--- config.mk ---
export PLATFORM = sky130hd
export DESIGN_NAME = mem_cmd_master
export DESIGN_NICKNAME = d
export VERILOG_FILES = /design/src/rtl/mem_cmd_master.sv
export SDC_FILE = /design/constraint.sdc
export NUM_CORES = 1
export LEC_CHECK = 0
export ABC_AREA = 1
export CELL_PAD_IN_SITES_DETAIL_PLACEMENT = 1
export CELL_PAD_IN_SITES_GLOBAL_PLACEMENT = 2
export CORE_MARGIN = 5
export CORE_UTILIZATION = 38
export CTS_BUF_LIST = sky130_fd_sc_hd__clkbuf_8
export DETAILED_ROUTE_END_ITERATION = 8
export GPL_TIMING_DRIVEN = 0
export PLACE_DENSITY = 0.92
export SLEW_MARGIN = 20
export SYNTH_ARGS = -nofsm -noshare
export SYNTH_HDL_FRONTEND = slang
export SYNTH_SLANG_ARGS = --single-unit
--- constraint.sdc ---
create_clock -name clk_i -period 3.3 [get_ports clk_i]
set_input_delay 0.495 -clock clk_i [delete_from_list [all_inputs] [get_ports clk_i]]
set_output_delay 0.495 -clock clk_i [all_outputs]
set_load 0.03 [all_outputs]
--- src/rtl/mem_cmd_master.sv ---
`default_nettype none
// ============================================================================
// Module   : mem_cmd_master
// Purpose  : Upstream request master for a single-port memory. Host commands
//            are queued in a small FIFO and issued one at a time as a single
//            valid/wr_rd/addr/wdata transaction. The master then waits for the
//            memory's registered ready and returns a response (read data or
//            write ack) that is held until the host accepts it.
// Ports    : clk_i, rst_i (async, active-high)
//            cmd_*  : host command in (valid/ready, wr_rd, addr, wdata)
//            mem_*  : registered transaction to the memory, ready/rdata back
//            rsp_*  : response out (valid/ready, wr_rd, rdata, err)
//            fifo_count_o : occupied command FIFO entries
// Options  : MEM_MASTER_TIMEOUT_EN - when defined, a WAIT lasting
//            TIMEOUT_CYCLES cycles without mem_ready_i ends in an error
//            response. Otherwise WAIT holds indefinitely and rsp_err_o is 0.
// Revision : 1.0 - initial release
// ============================================================================
module mem_cmd_master #(
  parameter int MEMORY_WIDTH   = 8,
  parameter int MEMORY_DEPTH   = 16,
  parameter int ADDRESS_WIDTH  = $clog2(MEMORY_DEPTH),
  parameter int FIFO_DEPTH     = 4,
  parameter int TIMEOUT_CYCLES = 15
) (
  input  logic                         clk_i,
  input  logic                         rst_i,
  input  logic                         cmd_valid_i,
  output logic                         cmd_ready_o,
  input  logic                         cmd_wr_rd_i,
  input  logic [ADDRESS_WIDTH-1:0]     cmd_addr_i,
  input  logic [MEMORY_WIDTH-1:0]      cmd_wdata_i,
  output logic                         mem_valid_o,
  output logic                         mem_wr_rd_o,
  output logic [ADDRESS_WIDTH-1:0]     mem_addr_o,
  output logic [MEMORY_WIDTH-1:0]      mem_wdata_o,
  input  logic                         mem_ready_i,
  input  logic [MEMORY_WIDTH-1:0]      mem_rdata_i,
  output logic                         rsp_valid_o,
  input  logic                         rsp_ready_i,
  output logic                         rsp_wr_rd_o,
  output logic [MEMORY_WIDTH-1:0]      rsp_rdata_o,
  output logic                         rsp_err_o,
  output logic [$clog2(FIFO_DEPTH):0]  fifo_count_o
);

  localparam int                PTR_W     = $clog2(FIFO_DEPTH);
  localparam int                CNT_W     = PTR_W + 1;
  localparam logic [CNT_W-1:0]  FIFO_FULL = CNT_W'(FIFO_DEPTH);

  typedef enum logic [1:0] {
    S_IDLE  = 2'd0,
    S_ISSUE = 2'd1,
    S_WAIT  = 2'd2,
    S_RESP  = 2'd3
  } state_t;

  // Command FIFO storage (no reset needed: entries are only read when valid)
  logic [FIFO_DEPTH-1:0]    fifo_wr_rd_q;
  logic [ADDRESS_WIDTH-1:0] fifo_addr_q  [FIFO_DEPTH];
  logic [MEMORY_WIDTH-1:0]  fifo_wdata_q [FIFO_DEPTH];

  state_t                   state_q;
  logic [PTR_W-1:0]         wr_ptr_q;
  logic [PTR_W-1:0]         rd_ptr_q;
  logic [CNT_W-1:0]         count_q;
  logic [CNT_W-1:0]         count_d;

  logic                     mem_valid_q;
  logic                     mem_wr_rd_q;
  logic [ADDRESS_WIDTH-1:0] mem_addr_q;
  logic [MEMORY_WIDTH-1:0]  mem_wdata_q;
  logic                     rsp_valid_q;
  logic                     rsp_wr_rd_q;
  logic [MEMORY_WIDTH-1:0]  rsp_rdata_q;

  logic                     push;
  logic                     pop;

  // Full blocks new commands even if a pop frees a slot this same cycle.
  assign cmd_ready_o = (count_q != FIFO_FULL) && !rst_i;
  assign push        = cmd_valid_i && cmd_ready_o;
  assign pop         = (state_q == S_IDLE) && (count_q != '0);

  always_comb begin
    count_d = count_q;
    if (push && !pop) begin
      count_d = count_q + 1'b1;
    end else if (!push && pop) begin
      count_d = count_q - 1'b1;
    end
  end

  always_ff @(posedge clk_i) begin
    if (push) begin
      fifo_wr_rd_q[wr_ptr_q] <= cmd_wr_rd_i;
      fifo_addr_q[wr_ptr_q]  <= cmd_addr_i;
      fifo_wdata_q[wr_ptr_q] <= cmd_wdata_i;
    end
  end

`ifdef MEM_MASTER_TIMEOUT_EN
  localparam int TMO_W = $clog2(TIMEOUT_CYCLES + 1);
  localparam logic [TMO_W-1:0] TMO_LAST = TMO_W'(TIMEOUT_CYCLES - 1);
  logic [TMO_W-1:0] tmo_q;
  logic             rsp_err_q;
  assign rsp_err_o = rsp_err_q;
`else
  assign rsp_err_o = 1'b0;
`endif

  always_ff @(posedge clk_i or posedge rst_i) begin
    if (rst_i) begin
      state_q     <= S_IDLE;
      wr_ptr_q    <= '0;
      rd_ptr_q    <= '0;
      count_q     <= '0;
      mem_valid_q <= 1'b0;
      mem_wr_rd_q <= 1'b0;
      mem_addr_q  <= '0;
      mem_wdata_q <= '0;
      rsp_valid_q <= 1'b0;
      rsp_wr_rd_q <= 1'b0;
      rsp_rdata_q <= '0;
`ifdef MEM_MASTER_TIMEOUT_EN
      tmo_q       <= '0;
      rsp_err_q   <= 1'b0;
`endif
    end else begin
      count_q <= count_d;
      // Pointers wrap naturally because FIFO_DEPTH is a power of two.
      if (push) wr_ptr_q <= wr_ptr_q + 1'b1;
      if (pop)  rd_ptr_q <= rd_ptr_q + 1'b1;

      case (state_q)
        S_IDLE: begin
          if (pop) begin
            mem_wr_rd_q <= fifo_wr_rd_q[rd_ptr_q];
            mem_addr_q  <= fifo_addr_q[rd_ptr_q];
            mem_wdata_q <= fifo_wdata_q[rd_ptr_q];
            mem_valid_q <= 1'b1;
            state_q     <= S_ISSUE;
          end
        end
        S_ISSUE: begin
          mem_valid_q <= 1'b0;
`ifdef MEM_MASTER_TIMEOUT_EN
          tmo_q       <= '0;
`endif
          state_q     <= S_WAIT;
        end
        S_WAIT: begin
          // A ready arriving on the limit edge takes priority over timeout.
          if (mem_ready_i) begin
            rsp_rdata_q <= mem_wr_rd_q ? '0 : mem_rdata_i;
            rsp_wr_rd_q <= mem_wr_rd_q;
            rsp_valid_q <= 1'b1;
`ifdef MEM_MASTER_TIMEOUT_EN
            rsp_err_q   <= 1'b0;
`endif
            state_q     <= S_RESP;
          end
`ifdef MEM_MASTER_TIMEOUT_EN
          else if (tmo_q == TMO_LAST) begin
            tmo_q       <= tmo_q + 1'b1;
            rsp_rdata_q <= '0;
            rsp_wr_rd_q <= mem_wr_rd_q;
            rsp_err_q   <= 1'b1;
            rsp_valid_q <= 1'b1;
            state_q     <= S_RESP;
          end else begin
            tmo_q       <= tmo_q + 1'b1;
          end
`endif
        end
        S_RESP: begin
          if (rsp_ready_i) begin
            rsp_valid_q <= 1'b0;
            state_q     <= S_IDLE;
          end
        end
        default: state_q <= S_IDLE;
      endcase
    end
  end

  assign mem_valid_o  = mem_valid_q;
  assign mem_wr_rd_o  = mem_wr_rd_q;
  assign mem_addr_o   = mem_addr_q;
  assign mem_wdata_o  = mem_wdata_q;
  assign rsp_valid_o  = rsp_valid_q;
  assign rsp_wr_rd_o  = rsp_wr_rd_q;
  assign rsp_rdata_o  = rsp_rdata_q;
  assign fifo_count_o = count_q;

endmodule
`default_nettype wire

### Yosys cells after proc, flatten, opt, wreduce, memory -nomap -nowiden

Memory sizes are Yosys's and may differ from the RTL's. A register that Yosys moved wholly into a read port is not among the register bits.
Index checks and enable logic that the tools add are counted.

* bits in registers: 25
* memory bits (writable): 48
* bits of input ports: 26
* output and inout port bits: 29
* logic and storage cells: 64
* memories kept: 2

* $add $sub $neg: 4
* $lt $le $gt $ge: 3
* equality and inequality tests: 7
* mux-type cells: 19
* reductions and logical operators: 19

Memories
* fifo_wdata_q: depth 4, bits a word 8, read ports 1, clocked after Yosys merged registers in 1, wr ports 1, line 61 `logic [MEMORY_WIDTH-1:0] fifo_wdata_q [FIFO_DEPTH];`
* fifo_addr_q: depth 4, bits a word 4, read ports 1, clocked after Yosys merged registers in 1, wr ports 1, line 60 `logic [ADDRESS_WIDTH-1:0] fifo_addr_q [FIFO_DEPTH];`

Operators by type and width (count)
* 2-to-1 mux 8 bit: 1
* one-hot mux 2 bit (4 select lines): 1
* 2-to-1 mux 1 bit: 7
* logical AND 1 bit: 6
* < comparator 2 x 3 -> 1 bit (second input constant): 2
* 2-to-1 mux 2 bit: 3
* 2-to-1 mux 3 bit: 2
* inequality test 2 bit (second input constant): 3
* AND reduction 2 bit: 3
* AND reduction 3 bit: 2
* nonzero test 2 bit: 3
* adder 2 x 1 -> 2 bit (second input constant): 2
* bitwise mux 4 bit: 1
* equality test 2 bit (second input constant): 2
* one-hot mux 1 bit (2 select lines): 2
* adder 3 x 1 -> 3 bit (second input constant): 1
* zero test 1 bit: 3
* inequality test 3 bit (second input constant): 1
* nonzero test 3 bit: 1
* subtractor 3 x 1 -> 3 bit (second input constant): 1
* binary-select mux 1 bit (select 2 bit): 1
* demux 1 bit (select 2 bit): 1
* equality test 2 x 1 -> 1 bit (second input constant): 1
* greater-or-equal comparator 2 x 1 -> 1 bit (second input constant): 1
* zero test 2 bit: 1

### Logic depth before layout (Yosys ltp)

* depth in word-level cells: 7
* depth in mapped cells: 11
* depth with buffers taken out: 11

### Worst setup path before layout

OpenSTA, ideal clock, no wires.

* path kind: input to register
* start: input port rst_i
* end: register count_q[2], in the netlist fifo_count_o[2]
* setup time: 0.126 ns
* arrival time: 2.554 ns
* required time: 3.174 ns
* path slack: 0.620 ns
* cell stages on the path: 9
* buffers on the path: 0
* path through: inv_1 nand3_1 inv_1 ha_1 inv_1 fa_1 nand2_1 nand3_1 xor2_1

* longest elaborated chain between the ends: 6
* elaborated cells on any way between the ends: 8
* those cells by class: mux: 1; reduce/logical: 7

RTL lines
* start: declaration: line 27 `input logic rst_i,`
* zero test 1 bit (no line) (*)
* logical AND 1 bit (*): line 81 `assign cmd_ready_o = (count_q != FIFO_FULL) && !rst_i;`
* logical AND 1 bit (*): line 82 `assign push = cmd_valid_i && cmd_ready_o;`
* named net push: line 77 `logic push;`
* zero test 1 bit: line 89 `end else if (!push && pop) begin`
* logical AND 1 bit: line 89
* nonzero test 2 bit (no line)
* end signal: assignment: line 130 `count_q <= count_d;`
* end: declaration: line 66 `logic [CNT_W-1:0] count_q;`

The timed path passes the listed nets; every way through them passes the cells marked *.
A chain may end at the register's enable or synchronous reset.

### Worst setup path after layout

Same ends and word-level chain as after synthesis.

==> results.toml <==
[timing]
final_max_slew_viol_count = 0
setup_viol = 0
finalCritPeriodShare = 0.795
fmax_mhz = 381
finalCriticalPeriod_ns = 2.62
slew_headroom = 0.421
finalClockSkew_ns = 0.00864
setup_ws_ns = 0.677
tightest_slew_ns = 0.867
hold_viol_final = 0
rsz0062_at_grt = "false"
hold_ws_ns = 0.469
tns_ns = 0

[critical_path]
arrival_ns = 2.91
end_kind = "register"
r2r_cells = 11
crit_path_max_fanout = 20
cp-startpoint = "rst_i"
cp-start-kind = "primary input"
required_ns = 3.59
r2r_slack_ns = 1.11
critPathKind = "in -> reg"
rr_startpoint = "state_q[0]"

[layout]
regArea_mm2 = 0.00239
finalNonFillerCells = 573
syn_to_final_growth_pct = 24.7
multiInputGateArea_mm2 = 0.00101
fin_nets = 471
antenna_cells = 0
layout_commonest_cell = "nand2_1"
final_area_mm2 = 0.00469
final_cell_mix = "nand2_1, inv_1, clkdlybuf4s50_1"
fin_util = 0.483
drive_gt1_frac = 0.0932
fill_cells = 1122

[clock_network]
cts_setup_buffers = 0
cts.clk_slew.worst_paths_ns = 0.08
postCtsHoldBufs = 0
cts_made_buffers = 9
insertion_delay_ns = 0.37
cts_tree = "built"
numClockSinks = 85
root_buffer = "clkbuf_8"
clock_path_buffers = 2
post_cts_resized = 0
htreeDepth = 3

[detailed_routing]
wl_per_cell_um = 15.2
dr.pass1.iters = 4
drt-total-wl_um = 8690
vias_per_cell = 4.54
final_antenna_net_count = 0
route.vias.total = 2602
drc = 0
drtIter0Drc = 42

[floorplanning]
die-area_mm2 = 0.0120
rows = 36
die_h_um = 110
fp.coreArea_mm2 = 0.00973
io_pins = 55
die_x_um = 110
initial_core_util = 0.387

[place]
dpl_worst_slack_ns = 0.284
portBuffers = 53
place_congestion = 0.726
post-place-cells = 557
place_hpwl_um = 6100
dpl_cell_area_mm2 = 0.00450

[power_and_ir_drop]
finalPower_mw = 4.29
vdd_drop_max_mv = 0.311
power_density_mw_per_mm2 = 914
power.leakage_nw = 2.21

[yosys]
synth-warning-count = 0
syn-num-nets = 406
ys_types = 25
ys_ff_latch = 85
ys_seq_area_frac = 0.634
syn_area_per_cell_um2 = 10.2
syn_inst = 370
syn_area_mm2 = 0.00376

[global_routing]
grt_pass1_wl_um = 14000
grt_pass1_vias = 2785
track_usage = 0.157
grt-ovfl-total = 0
grt_max_degree = 21
antenna_found_initial = 0

[status]
outcome = "finished clean"

[hold_path]
min_path_type = "in -> async"

[flow_run]
max_cap_viol_count = 0
-- synth_stat cells (all sizes together) --
library cell,count,share of area
a21oi,2,0.0027
a22o,8,0.019
buf,11,0.025
conb,1,0.0010
dfrtp,33,0.22
edfxtp,52,0.41
fa,1,0.0053
ha,9,0.030
inv,74,0.075
nand2,130,0.14
nand3,31,0.041
nand4,2,0.0033
nor2,8,0.012
o21ai,2,0.0027
or2,2,0.0033
xnor2,2,0.0047
xor2,2,0.0047
-- cell families after synthesis --
| logic type | after synthesis | share of synthesized area |
|---|---|---|
| flops | 85 | 0.634 |
| other cells | 1 | 0.000996 |
| simple gates | 173 | 0.196 |
| compound gates | 12 | 0.0239 |
| buf+inv | 85 | 0.0997 |
| fa+ha+maj | 10 | 0.0352 |
| xor+xnor | 4 | 0.00931 |
-- sequential cells by signal (all words and copies together) (netlist names) --
signal / flops
fifo_wr_rd_q: 4
state_q: 2
mem_valid_o: 1
rd_ptr_q: 2
rsp_valid_o: 1
mem_wr_rd_o: 1
fifo_addr_q: 16
mem_addr_o: 4
mem_wdata_o: 8
rsp_rdata_o: 8
rsp_wr_rd_o: 1
wr_ptr_q: 2
fifo_count_o: 3
fifo_wdata_q: 32
-- power by group --
group / switching, mW / total [mW] / leakage (nW) / internal [mW]
clock: 0.391 / 0.746 / 0.103 / 0.355
combinational: 1.23 / 1.99 / 1.22 / 0.764
sequential: 0.156 / 1.56 / 0.879 / 1.40
total: 1.77 / 4.29 / 2.21 / 2.52
-- path summary, 6_finish.rpt --
path                              endpoint
setup reg to reg           fifo_count_o[2]
setup / recovery           fifo_count_o[2]
max in group asynchronous   mem_wdata_o[6]
hold / removal                 mem_valid_o
min in group clk_i           mem_addr_o[3]
hold reg to reg              mem_addr_o[3]
-- critical path, cell delays in order --
cell and delay (ns):
clkdlybuf4s50_1 0.43, inv_2 0.34, buf_16 0.22, nand3_1 0.27, inv_1 0.14, ha_1 0.18, inv_1 0.07, fa_1 0.39
inv_1 0.08, nand2_1 0.05, nand3_1 0.09, xor2_1 0.14
-- routing by layer --
metal / up-vias / track usage / part of all wire
met2: 41 / 0.286 / 0.53
met3: 12 / 0.0317 / 0.040
met4: 0 / 0.0721 / 0.020
met5: - / 0 / 0
li1: 1283 / - / -
met1: 1266 / 0.177 / 0.41
-- final cells by class --
type                            count  area share
Multi-Input combinational cell    200       0.215
Sequential cell                    85       0.509
Clock inverter                      7      0.0155
Tap cell                          133      0.0354
Inverter                           74      0.0602
Buffer                             11      0.0197
Clock buffer                        9      0.0264
Timing Repair Buffer               54       0.119
(Power assumes the default switching activity.)
